## src/rtl/keypad_pkg.sv

```systemverilog
// Shared types, special key codes and the row/column to key-code map for the keypad scanner.
package keypad_pkg;

    typedef enum logic [1:0] {
        SCAN,
        DEBOUNCE,
        PRESSED,
        RELEASE
    } state_t;

    localparam logic [3:0] KEY_STAR = 4'hE;
    localparam logic [3:0] KEY_HASH = 4'hF;

    // Physical layout: 1 2 3 A / 4 5 6 B / 7 8 9 C / * 0 # D
    function automatic logic [3:0] keymap(input logic [1:0] row_idx, input logic [1:0] col_idx);
        logic [3:0] code;
        code = 4'h0;
        case ({row_idx, col_idx})
            4'b00_00: code = 4'h1;
            4'b00_01: code = 4'h2;
            4'b00_10: code = 4'h3;
            4'b00_11: code = 4'hA;
            4'b01_00: code = 4'h4;
            4'b01_01: code = 4'h5;
            4'b01_10: code = 4'h6;
            4'b01_11: code = 4'hB;
            4'b10_00: code = 4'h7;
            4'b10_01: code = 4'h8;
            4'b10_10: code = 4'h9;
            4'b10_11: code = 4'hC;
            4'b11_00: code = KEY_STAR;
            4'b11_01: code = 4'h0;
            4'b11_10: code = KEY_HASH;
            4'b11_11: code = 4'hD;
            default:  code = 4'h0;
        endcase
        return code;
    endfunction

endpackage

```

## src/rtl/keypad_entry.sv

```systemverilog
// Digit accumulator: shifts in hex digits, '*' deletes the last one, '#' commits to key_data.
module keypad_entry
    import keypad_pkg::*;
(
    input  logic        clk,
    input  logic        rst,
    input  logic        key_strobe,
    input  logic [3:0]  key_code,
    input  logic        rd_ack,
    output logic [15:0] entry,
    output logic [15:0] key_data,
    output logic        key_valid
);

    // Entry editing and commit; a commit in the same cycle as rd_ack leaves key_valid set.
    always_ff @(posedge clk or negedge rst) begin
        if (!rst) begin
            entry     <= '0;
            key_data  <= '0;
            key_valid <= 1'b0;
        end else begin
            if (rd_ack) begin
                key_valid <= 1'b0;
            end
            if (key_strobe) begin
                case (key_code)
                    KEY_STAR: entry <= {4'h0, entry[15:4]};
                    KEY_HASH: begin
                        key_data  <= entry;
                        entry     <= '0;
                        key_valid <= 1'b1;
                    end
                    default:  entry <= {entry[11:0], key_code};
                endcase
            end
        end
    end

endmodule

```

## src/rtl/keypad_scanner.sv

```systemverilog
// 4x4 keypad scanner: row scan, press/release debounce, key decode and entry accumulation.
module keypad_scanner
    import keypad_pkg::*;
#(
    parameter int SCAN_DIV   = 50000,
    parameter int DEB_CYCLES = 1000000
) (
    input  logic        clk,
    input  logic        rst,
    input  logic [3:0]  col,
    input  logic        rd_ack,
    output logic [3:0]  row,
    output logic [15:0] key_data,
    output logic        key_valid,
    output logic [15:0] entry,
    output logic [3:0]  key_code,
    output logic        key_strobe
);

    localparam int DW  = $clog2(SCAN_DIV);
    localparam int DBW = $clog2(DEB_CYCLES);
    localparam logic [DW-1:0]  DWELL_LAST = DW'(SCAN_DIV - 1);
    localparam logic [DBW-1:0] DEB_LAST   = DBW'(DEB_CYCLES - 1);

    logic [3:0]     col_s1;
    logic [3:0]     col_s;
    state_t         state;
    logic [1:0]     r_idx;
    logic [1:0]     c_idx;
    logic [1:0]     low_idx;
    logic [DW-1:0]  dwell_cnt;
    logic [DBW-1:0] deb_cnt;
    logic           armed;
    logic           accept;
    logic [3:0]     accept_code;

    // Two-flop synchronizer for the asynchronous, pulled-up column inputs.
    always_ff @(posedge clk or negedge rst) begin
        if (!rst) begin
            col_s1 <= '1;
            col_s  <= '1;
        end else begin
            col_s1 <= col;
            col_s  <= col_s1;
        end
    end

    // Active-low one-hot row drive and lowest-index low column.
    always_comb begin
        row = ~(4'b0001 << r_idx);
        casez (col_s)
            4'b???0: low_idx = 2'd0;
            4'b??01: low_idx = 2'd1;
            4'b?011: low_idx = 2'd2;
            default: low_idx = 2'd3;
        endcase
    end

    // The accept cycle is the first cycle in PRESSED; the accumulator updates on the same edge as key_strobe.
    always_comb begin
        accept      = (state == PRESSED) && armed;
        accept_code = keymap(r_idx, c_idx);
    end

    // Scan / debounce state machine with registered key_code and key_strobe.
    always_ff @(posedge clk or negedge rst) begin
        if (!rst) begin
            state      <= SCAN;
            r_idx      <= '0;
            c_idx      <= '0;
            dwell_cnt  <= '0;
            deb_cnt    <= '0;
            armed      <= 1'b0;
            key_code   <= '0;
            key_strobe <= 1'b0;
        end else begin
            key_strobe <= 1'b0;
            case (state)
                SCAN: begin
                    if (dwell_cnt == DWELL_LAST) begin
                        dwell_cnt <= '0;
                        if (col_s != 4'b1111) begin
                            c_idx   <= low_idx;
                            deb_cnt <= '0;
                            state   <= DEBOUNCE;
                        end else begin
                            r_idx <= r_idx + 2'd1;
                        end
                    end else begin
                        dwell_cnt <= dwell_cnt + DW'(1);
                    end
                end
                DEBOUNCE: begin
                    if (col_s[c_idx]) begin
                        state     <= SCAN;
                        r_idx     <= r_idx + 2'd1;
                        dwell_cnt <= '0;
                    end else if (deb_cnt == DEB_LAST) begin
                        state <= PRESSED;
                        armed <= 1'b1;
                    end else begin
                        deb_cnt <= deb_cnt + DBW'(1);
                    end
                end
                PRESSED: begin
                    if (armed) begin
                        armed      <= 1'b0;
                        key_strobe <= 1'b1;
                        key_code   <= accept_code;
                    end
                    if (col_s == 4'b1111) begin
                        state   <= RELEASE;
                        deb_cnt <= '0;
                    end
                end
                RELEASE: begin
                    if (col_s != 4'b1111) begin
                        deb_cnt <= '0;
                    end else if (deb_cnt == DEB_LAST) begin
                        state     <= SCAN;
                        r_idx     <= r_idx + 2'd1;
                        dwell_cnt <= '0;
                    end else begin
                        deb_cnt <= deb_cnt + DBW'(1);
                    end
                end
                default: state <= SCAN;
            endcase
        end
    end

    keypad_entry u_entry (
        .clk        (clk),
        .rst        (rst),
        .key_strobe (accept),
        .key_code   (accept_code),
        .rd_ack     (rd_ack),
        .entry      (entry),
        .key_data   (key_data),
        .key_valid  (key_valid)
    );

endmodule

```

## config.mk

```make
export PLATFORM = sky130hd
export DESIGN_NAME = keypad_scanner
export DESIGN_NICKNAME = d
export VERILOG_FILES = /design/src/rtl/keypad_pkg.sv /design/src/rtl/keypad_entry.sv /design/src/rtl/keypad_scanner.sv
export SDC_FILE = /design/constraint.sdc
export NUM_CORES = 1
export LEC_CHECK = 0
export CAP_MARGIN = 20
export CORE_UTILIZATION = 52
export CTS_CLUSTER_SIZE = 28
export DETAILED_ROUTE_END_ITERATION = 7
export PLACE_DENSITY_LB_ADDON = 0.08
export SLEW_MARGIN = 5
export SYNTH_ARGS = -nofsm -noshare
export SYNTH_HDL_FRONTEND = slang
export SYNTH_SLANG_ARGS = --single-unit
```

## constraint.sdc

```tcl
create_clock -name clk -period 3 [get_ports clk]
set_input_delay 0.45 -clock clk [delete_from_list [all_inputs] [get_ports clk]]
set_output_delay 0.45 -clock clk [all_outputs]
set_load 0.03 [all_outputs]
```

# [After elaboration in Yosys (flattened, before gate mapping)]
# Memories as Yosys holds them, arrays and structs flattened.
# Index checks and enable logic that the tools add are counted.
[classes] addsub=3 magnitude_cmp=1 eq_ne=21 n_shift=1 muxes=38 n_bitwise=2 reduce_logical=12
[op_table] operator="20-bit 2-to-1 mux" n=6
[op_table] operator="20-bit one-hot mux with 4 select lines" n=1
[op_table] operator="16-bit 2-to-1 mux" n=4
[op_table] operator="16-bit one-hot mux with 3 select lines" n=1
[op_table] operator="16-bit one-hot mux with 2 select lines" n=1
[op_table] operator="2-bit 2-to-1 mux" n=12
[op_table] operator="20-bit by 1-bit adder with 20-bit output, second input constant" n=1
[op_table] operator="20-bit equality test, second input constant" n=1
[op_table] operator="16-bit by 1-bit adder with 16-bit output, second input constant" n=1
[op_table] operator="16-bit equality test, second input constant" n=1
[op_table] operator="2-bit inequality test, second input constant" n=8
[op_table] operator="4-bit equality test, second input constant" n=3
[op_table] operator="2-bit one-hot mux with 3 select lines" n=2
[op_table] operator="6-bit AND reduction" n=2
[op_table] operator="1-bit 2-to-1 mux" n=8
[op_table] operator="2-bit one-hot mux with 4 select lines" n=1
[op_table] operator="4-bit AND reduction" n=2
[op_table] operator="3-bit AND reduction" n=2
[op_table] operator="2-bit by 1-bit equality test with 1-bit output, second input constant" n=2
[op_table] operator="2-bit equality test, second input constant" n=2
[op_table] operator="4-bit inequality test, second input constant" n=1
[op_table] operator="4-bit inverter" n=1
[op_table] operator="2-bit AND reduction" n=2
[op_table] operator="1-bit by 2-bit left shift with 4-bit output, first input constant" n=1
[op_table] operator="12 further kinds" n=12
[word_totals] ff_bits=89 rom_bits=64 in_bits=7 output_inout_bits=42 n_memories=1
[mem_list] name="(no name shown)" words=16 width=4 read_ports=1 rd_clocked_by_memory_dff=0 write_ports=0 line="keypad_pkg.sv:18" source="case ({row_idx, col_idx})"

# [Logic depth before layout (Yosys ltp)]
# Gate-level depths: netlist of the first run.
[depth] word_depth=4 depth_mapped=10 ltp_nobuf=7

# [Cells and area by module]
# A second synthesis of the first run with hierarchy kept.
[unflattened] hier_cells=445 hier_area_um2=4506.8
[by_module_without_submodules] mod="keypad_scanner" instances=1 cells_per_inst=320 area_per_inst_um2=3072.9 seq_area_each_um2=1411.4
[by_module_without_submodules] mod="keypad_entry" instances=1 cells_per_inst=125 area_per_inst_um2=1433.9 seq_area_each_um2=825.8

# [Worst setup path before layout of the first run]
# Ideal clock, no wire load.
[synth_path] path_kind="register to register" start="register deb_cnt[6]" end="register r_idx[1]" setup_ns=0.125 arrival_time_ns=2.464 setup_slack_ns=0.411 stages_incl_launch_ff=7 path_cell_list="dfrtp_1 -> or4_1 -> or4_1 -> buf_2 -> o21a_4 -> or3_4 -> mux2_4"
[synth_via] elab_chain_cells=3
[synth_rtl] item="from (decl)" line="keypad_scanner.sv:32" source="logic [DBW-1:0] deb_cnt;"
[synth_rtl] item="from (signal assigned)" line="keypad_scanner.sv:102" source="deb_cnt <= deb_cnt + DBW'(1);"
[synth_rtl] item="from (signal assigned)" line="keypad_scanner.sv:124" source="deb_cnt <= deb_cnt + DBW'(1);"
[synth_rtl] item="20-bit equality test" line="keypad_scanner.sv:119" source="end else if (deb_cnt == DEB_LAST) begin"
[synth_rtl] item="2-bit inequality test (no source line)"
[synth_rtl] item="6-bit AND reduction (no source line)"
[synth_rtl] item="to (signal assigned)" line="keypad_scanner.sv:87" source="r_idx <= r_idx + 2'd1;"
[synth_rtl] item="to (signal assigned)" line="keypad_scanner.sv:96" source="r_idx <= r_idx + 2'd1;"
[synth_rtl] item="to (signal assigned)" line="keypad_scanner.sv:121" source="r_idx <= r_idx + 2'd1;"
[synth_rtl] item="to (decl)" line="keypad_scanner.sv:28" source="logic [1:0] r_idx;"
# Every way passes these cells.
# A chain may end at the register's enable or synchronous reset.

# [Worst setup path in the final report of the first run]
[layout_path] start="register dwell_cnt[0]" end="register deb_cnt[12]"
[layout_via] elab_chain_cells=3
[layout_rtl] item="from (decl)" line="keypad_scanner.sv:31" source="logic [DW-1:0] dwell_cnt;"
[layout_rtl] item="from (signal assigned)" line="keypad_scanner.sv:90" source="dwell_cnt <= dwell_cnt + DW'(1);"
[layout_rtl] item="16-bit equality test" line="keypad_scanner.sv:80" source="if (dwell_cnt == DWELL_LAST) begin"
[layout_rtl] item="2-bit inequality test (no source line)"
[layout_rtl] item="4-bit AND reduction (no source line)"
# Every way passes these cells.

==> reports/qor.yml, run 1 <==
critical_path:
  cp_cell_sequence: "ha_1 > nand3_1 > nor4_4 > buf_4 > a22oi_1 > or4b_2 > nand2_1"
  rr_endpoint: "deb_cnt[12]"
  reg2regPathDepth: 7
  critical-path-top-delay-family: "simple AND/OR/NAND/NOR gates"
  critical_path.startpoint_type: "flip-flop"
  timing.critical_path.slowest_stage_cell: "sky130_fd_sc_hd__a22oi_1"
  critPathArrivalTime_ns: 3.01
  worst-r2r-setup-slack_ns: 0.29
  worst_reg2reg_path_startpoint: "dwell_cnt[0]"
  critical_path_required_ns: 3.30
  max_stage_delay_ns: 0.80
  worstPathMaxFanout: 12
  crit_type: "reg -> reg"
  setup.worst_path.end_class: "flip-flop"
  crit_buf_inv: 1
clock_tree:
  max-clock-path-buffers: 2
  clock_tree_from_tritoncts: "yes"
  cts_num_sinks: 89
  cts_root_buffer: "sky130_fd_sc_hd__clkbuf_8"
  h-tree-depth: 3
  cts-buffers-inserted: 9
  clk_pin_slew_ns: 0.09
  clk-insertion-delay-late_ns: 0.36
  post_cts_buffers: 0
  postCtsResizedCells: 0
pwr:
  power_density_nw_per_um2: 389
  ir_worst_vdd_mv: 0.188
  power.static_leakage_nw: 2.29
status:
  status: "complete, no violations"
layout:
  diodes: 0
  multi_input_area_um2: 2100
  final-seq-area_um2: 2240
  final_design_area_no_fill_um2: 5370
  fin_util: 0.648
  fillCellCount: 689
  finalNetCount: 529
  fraction_of_final_layout_cells_sized_beyond_drive_strength_1: 0.138
  flow.area_growth_from_synthesis_pct: 19.1
logic_synthesis:
  synth_seq_cells: 89
  synth_area_leader_cell: "sky130_fd_sc_hd__dfrtp_1"
  yosysSeqAreaShare: 0.496
  syn_area_per_cell_um2: 9.78
  yosys_most_used_dff: "sky130_fd_sc_hd__dfrtp_1"
  post-synth-top-count-cell: "sky130_fd_sc_hd__dfrtp_1"
  ys_top_cells_by_count: "81 x sky130_fd_sc_hd__dfrtp_1, 56 x sky130_fd_sc_hd__nand2_1, 46 x sky130_fd_sc_hd__o21ai_0, 32 x sky130_fd_sc_hd__nand3_1"
  post_synthesis_async_set_or_reset_flop_share: 1.00
  post-synth-top-area-fraction: 0.449
  yosysWarningCount: 0
  mappedNetlistArea_um2: 4510
  syn_inst: 461
  main_area_contributors_after_synthesis: "sky130_fd_sc_hd__dfrtp_1 45%, sky130_fd_sc_hd__o21ai_0 5.1%, sky130_fd_sc_hd__dfstp_2 4.7%"
  postSynthNetCount: 479
  synth-edff-count: 0
  ys_types: 53
sta:
  fin_tns_setup_ns: 0
  finalWorstSetupSlack_ns: 0.291
  post_layout_minimum_cycle_time_ns: 2.71
  rsz0062_at_grt: "no"
  finalCritPeriodShare: 0.903
  worst_slew_pin_slew_ns: 1.01
  slew_headroom: 0.330
  max_freq_ghz: 0.369
  report.final.setup_viol: 0
  skew_ns: 0.0106
  hold_viol: 0
  fin_max_slew_vios: 0
die:
  die_h_um: 95.1
  fp.dieArea_um2: 9050
  die_w_um: 95.1
  initial_utilization: 0.543
  placement_rows: 33
  core_um2: 8300
  ioPinCount: 49
job:
  drv_cap: 0
min_path:
  hold_path_startpoint: "col_s1[3]"
  worstHoldEndpoint: "col_s[3]"
  timing.hold.worst.class: "reg -> reg"
  min_path_cells: 0
place:
  place_hpwl_um: 6550
  numPortBuffers: 48
  place_ws_ns: 0.306
  postPlaceCellArea_um2: 5130
  gpl.final_weighted_congestion: 0.890
drt:
  num_vias: 3727
  route.layer.met1.wl_um: 4320
  routed_via_density: 6.00
  totalWireLength_um: 9590
  dr_wl_met3_um: 457
  highest-signal-layer: "met4"
  drtIter0Drc: 152
  route.detailed.drc: 0
  drtAntennaViolNets: 0
  met2_wirelength_um: 4700
  drt_first_pass_iters: 5
  routed_wire_per_std_cell_um: 15.4
grt:
  overflow_left_after_global_routing: 0
  grt_pass1_wl_um: 16000
  grt_start_max_net_pins: 87
  grt_util_all_layers: 0.226
  antenna_violations_before_repair: 0
  grt_pass1_vias: 3371
==> sequential cells by signal, summed over array words and instances (netlist names), named ones only <==
register	count
c_idx	2
u_entry.key_data	16
key_strobe	1
armed	1
dwell_cnt	16
state	1
deb_cnt	20
col_s	4
u_entry.key_valid	1
u_entry.entry	16
col_s1	4
key_code	4
r_idx	2
==> layout by cell type, fill, tap and decap left out, drive strengths merged, types with 3 or more instances in the layout <==
| master | n |
|---|---|
| mux2 | 18 |
| o21ai | 46 |
| dfrtp | 81 |
| a31oi | 6 |
| and4 | 3 |
| nand2b | 3 |
| nor3 | 5 |
| nand4 | 19 |
| o211ai | 5 |
| mux2i | 3 |
| or2 | 3 |
| nor2 | 20 |
| a21oi | 15 |
| o31ai | 15 |
| buf | 16 |
| or4 | 9 |
| clkbuf | 9 |
| dfstp | 8 |
| clkinv | 5 |
| nand2 | 56 |
| ha | 11 |
| nand3 | 32 |
| nand3b | 9 |
| clkdlybuf4s50 | 47 |
| or4b | 5 |
| and3 | 4 |
| o41ai | 4 |
| inv | 21 |
| or3 | 6 |
| nor4 | 5 |
==> routing by layer <==
| metal | track usage | vias to the layer above |
|---|---|---|
| li1 | - | 1794 |
| met1 | 0.301 | 1824 |
| met2 | 0.374 | 99 |
| met3 | 0.0343 | 10 |
| met4 | 0.0808 | 0 |
| met5 | 0 | - |
==> worst max-delay path by stage <==
stage | startpoint | endpoint | slack, ns | cells past startpoint
3_5_place_dp | dwell_cnt[0] | deb_cnt[12] | 0.31 | 7
6_report | dwell_cnt[0] | deb_cnt[12] | 0.29 | 7
2_1_floorplan | deb_cnt[6] | r_idx[1] | 0.41 | 6
5_1_grt | dwell_cnt[0] | deb_cnt[14] | 0.20 | 7
4_1_cts | dwell_cnt[0] | deb_cnt[6] | 0.30 | 7
3_3_place_gp | col_s[1] | deb_cnt[4] | 0.34 | 6
==> stage by stage <==
step                      instances  hold slack (ns)  power [mW]
after CTS                       619            0.316        2.11
after floorplan                 461            0.154        1.24
after global placement          602            0.347        1.27
after global routing            621            0.370        2.17
final                           621            0.363        2.09
after detailed placement        603            0.349        1.27
==> cells by family (layout without fill, tap and decap cells) <==
group	Yosys count	count (layout)	synth area share
compound gates	105	105	0.144
xor+xnor	2	2	0.00388
fa+ha+maj	11	11	0.0305
buf+inv	45	100	0.0388
flops	89	89	0.496
mux	23	23	0.0624
simple gates	186	186	0.224
==> where the power goes <==
group	internal, mW	total (mW)	switching [mW]	leakage, nW
Combinational	0.0139	0.0411	0.0272	0.980
Sequential	1.21	1.21	0.00342	1.20
Clock	0.394	0.838	0.444	0.104
Total	1.62	2.09	0.474	2.29
==> repair_timing <==
action | in CTS | in global routing
setup endpoints to repair | 0 | 0
endpoints found under the hold margin | 0 | 19
hold buffers | 0 | 1
==> cell type report <==
| cell class | instances | area share |
|---|---|---|
| Clock buffer | 9 | 0.0231 |
| Clock inverter | 7 | 0.0147 |
| Inverter | 20 | 0.0140 |
| Multi-Input combinational cell | 327 | 0.391 |
| Sequential cell | 89 | 0.416 |
| Tap cell | 105 | 0.0244 |
| Timing Repair Buffer | 64 | 0.116 |
Note: power is estimated with default switching activity, not from simulation.
==> run 2, diff against run 1 <==
--- a/config.mk
+++ b/config.mk
@@ -9,7 +9,7 @@
 export CORE_UTILIZATION = 52
 export CTS_CLUSTER_SIZE = 28
 export DETAILED_ROUTE_END_ITERATION = 7
-export PLACE_DENSITY_LB_ADDON = 0.08
+export PLACE_DENSITY_LB_ADDON = 0.25
 export SLEW_MARGIN = 5
 export SYNTH_ARGS = -nofsm -noshare
 export SYNTH_HDL_FRONTEND = slang
==> run 2 against run 1 <==
Critical path depth did not move; total power fell by 2.0%; sequential power barely moved; first-iteration DRC count rose by 110%; sequential cell count did not move; via count rose by 0.64%; largest power group unchanged.
==> reports/qor.yml, run 2 (synthesis gave the netlist of run 1 again) <==
critical_path:
  setup.worst_path.end_class: "flip-flop"
  critical_path_required_ns: 3.29  # about the same
  max_stage_delay_ns: 0.80  # about the same
  crit_type: "reg -> reg"
  critical_path.startpoint_type: "flip-flop"
  cp_cell_sequence: "ha_1 > nand3_1 > nor4_4 > buf_4 > a22oi_1 > or4b_2 > nand2_1"
  critical-path-top-delay-family: "simple AND/OR/NAND/NOR gates"
  timing.critical_path.slowest_stage_cell: "sky130_fd_sc_hd__a22oi_1"
  worst_reg2reg_path_startpoint: "dwell_cnt[0]"
  startpoint: "dwell_cnt[0]"
  crit_buf_inv: 1  # unchanged
  worst-r2r-setup-slack_ns: 0.24  # -0.05 ns
  critPathArrivalTime_ns: 3.05  # +0.04 ns
  worstPathMaxFanout: 12  # unchanged
layout:
  fraction_of_final_layout_cells_sized_beyond_drive_strength_1: 0.134  # -0.00336
  finalNetCount: 527  # -0.38%
  fillCellCount: 669  # -2.9%
  diodes: 0  # unchanged
  mostFrequentLayoutCell: "sky130_fd_sc_hd__dfrtp_1"
  mostFrequentLayoutCells: "81 x sky130_fd_sc_hd__dfrtp_1, 56 x sky130_fd_sc_hd__nand2_1, 47 x sky130_fd_sc_hd__clkdlybuf4s50_1, 46 x sky130_fd_sc_hd__o21ai_0, 32 x sky130_fd_sc_hd__nand3_1"
  regMostFlops: "deb_cnt"
  largest_register_ff_count: 20  # unchanged
  flow.area_growth_from_synthesis_pct: 18.6
sta:
  fin_max_slew_vios: 0  # unchanged
  post_layout_minimum_cycle_time_ns: 2.76  # +0.0523 ns
  max_freq_ghz: 0.362  # -1.9%
  skew_ns: 0.0150  # +0.00444 ns
  slew_headroom: 0.330  # about the same
  report.final.setup_viol: 0  # unchanged
  fin_tns_setup_ns: 0  # unchanged
  rsz0062_at_grt: "no"
  worst_slew_pin_slew_ns: 1.01  # +0.000217 ns
  finalWorstSetupSlack_ns: 0.239  # -0.0523 ns
  hold_viol: 0  # unchanged
  finalCritPeriodShare: 0.920  # +0.0174
drt:
  drtIter0Drc: 319  # +110%
  totalWireLength_um: 9860  # +2.9%
  drt_first_pass_iters: 5  # unchanged
  route.detailed.drc: 0  # unchanged
  routed_wire_per_std_cell_um: 15.9  # +3.2%
  routed_via_density: 6.06  # +0.97%
  drtAntennaViolNets: 0  # unchanged
  num_vias: 3751  # +0.64%
clock_tree:
  cts_root_buffer: "sky130_fd_sc_hd__clkbuf_8"
  postCtsResizedCells: 0  # unchanged
  cts_num_sinks: 89  # unchanged
  clk-insertion-delay-late_ns: 0.36  # about the same
  clock_tree_from_tritoncts: "yes"
  post_cts_buffers: 0  # unchanged
  max-clock-path-buffers: 2  # unchanged
  h-tree-depth: 3  # unchanged
  cts-buffers-inserted: 9  # unchanged
  cts_hold_repair.buffers: 0  # unchanged
  clk_pin_slew_ns: 0.10  # about the same
job:
  drv_cap: 0  # unchanged
place:
  place_ws_ns: 0.301  # -0.00452 ns
  numPortBuffers: 48  # unchanged
  gpl.final_weighted_congestion: 0.900  # +1.1%
  place_hpwl_um: 6640  # +1.3%
die:
  ioPinCount: 49  # unchanged
  die_w_um: 95.1  # unchanged
  placement_rows: 33  # unchanged
  initial_utilization: 0.543  # unchanged
  die_h_um: 95.1  # unchanged
  fp.dieArea_um2: 9050  # unchanged
  core_um2: 8300  # unchanged
pwr:
  ir_worst_vdd_mv: 0.256  # +36%
  power_density_nw_per_um2: 383  # -1.5%
  power.static_leakage_nw: 2.28  # -0.45%
grt:
  grt_pass1_wl_um: 16800  # +4.7%
  grt_util_all_layers: 0.237  # +0.0104
  overflow_left_after_global_routing: 0  # unchanged
  grt_pass1_vias: 3597  # +6.7%
  antenna_violations_before_repair: 0  # unchanged
  grt_start_max_net_pins: 90  # +3.4%
status:
  status: "complete, no violations"
min_path:
  hold_path_startpoint: "col_s1[1]"
  timing.hold.worst.class: "reg -> reg"
## run 2: report_power, final
part / internal, mW / leakage, nW / switching (mW)
registers: 1.21 / 1.20 / 0.00331
clock network: 0.319 / 0.0969 / 0.478
logic: 0.0131 / 0.977 / 0.0271
## run 2: final cells by class
class	count	area, um^2	share of cell area
multi-input combinational	327	2100	0.393
clock buffer	9	124	0.0232
timing repair buffer	62	618	0.116
clock inverter	7	60.1	0.0112
sequential	89	2240	0.418
tap	105	131	0.0246
inverter	20	75.1	0.0140
## run 2: final timing paths
path,to,cells after the start
worst max-delay path,deb_cnt[14],7
worst min-delay path,col_s[1],0
worst max register to register,deb_cnt[14],7
worst min register to register,col_s[1],0
max in group asynchronous,col_s[3],3
min in group asynchronous,u_entry.key_data[14],2
## run 2: per-stage QoR
stage | power (mW) | hold slack [ns] | utilization | instance area (um^2) | instances
2_1_floorplan | 1.24 | 0.154 | - | 4510 | 461
3_3_place_gp | 1.27 | 0.348 | 0.618 | 5130 | 601
3_5_place_dp | 1.27 | 0.347 | 0.618 | 5130 | 601
4_1_cts | 2.06 | 0.334 | 0.640 | 5310 | 617
5_1_grt | 2.13 | 0.364 | 0.645 | 5350 | 619
6_report | 2.05 | 0.359 | 0.645 | 5350 | 619
## run 2: per-layer routing
metal,share of wire,global-route usage,vias to the layer above
met5,0,0,-
met4,0.016,0.0922,0
met3,0.042,0.0319,18
met2,0.49,0.390,113
met1,0.45,0.316,1826
li1,-,-,1794
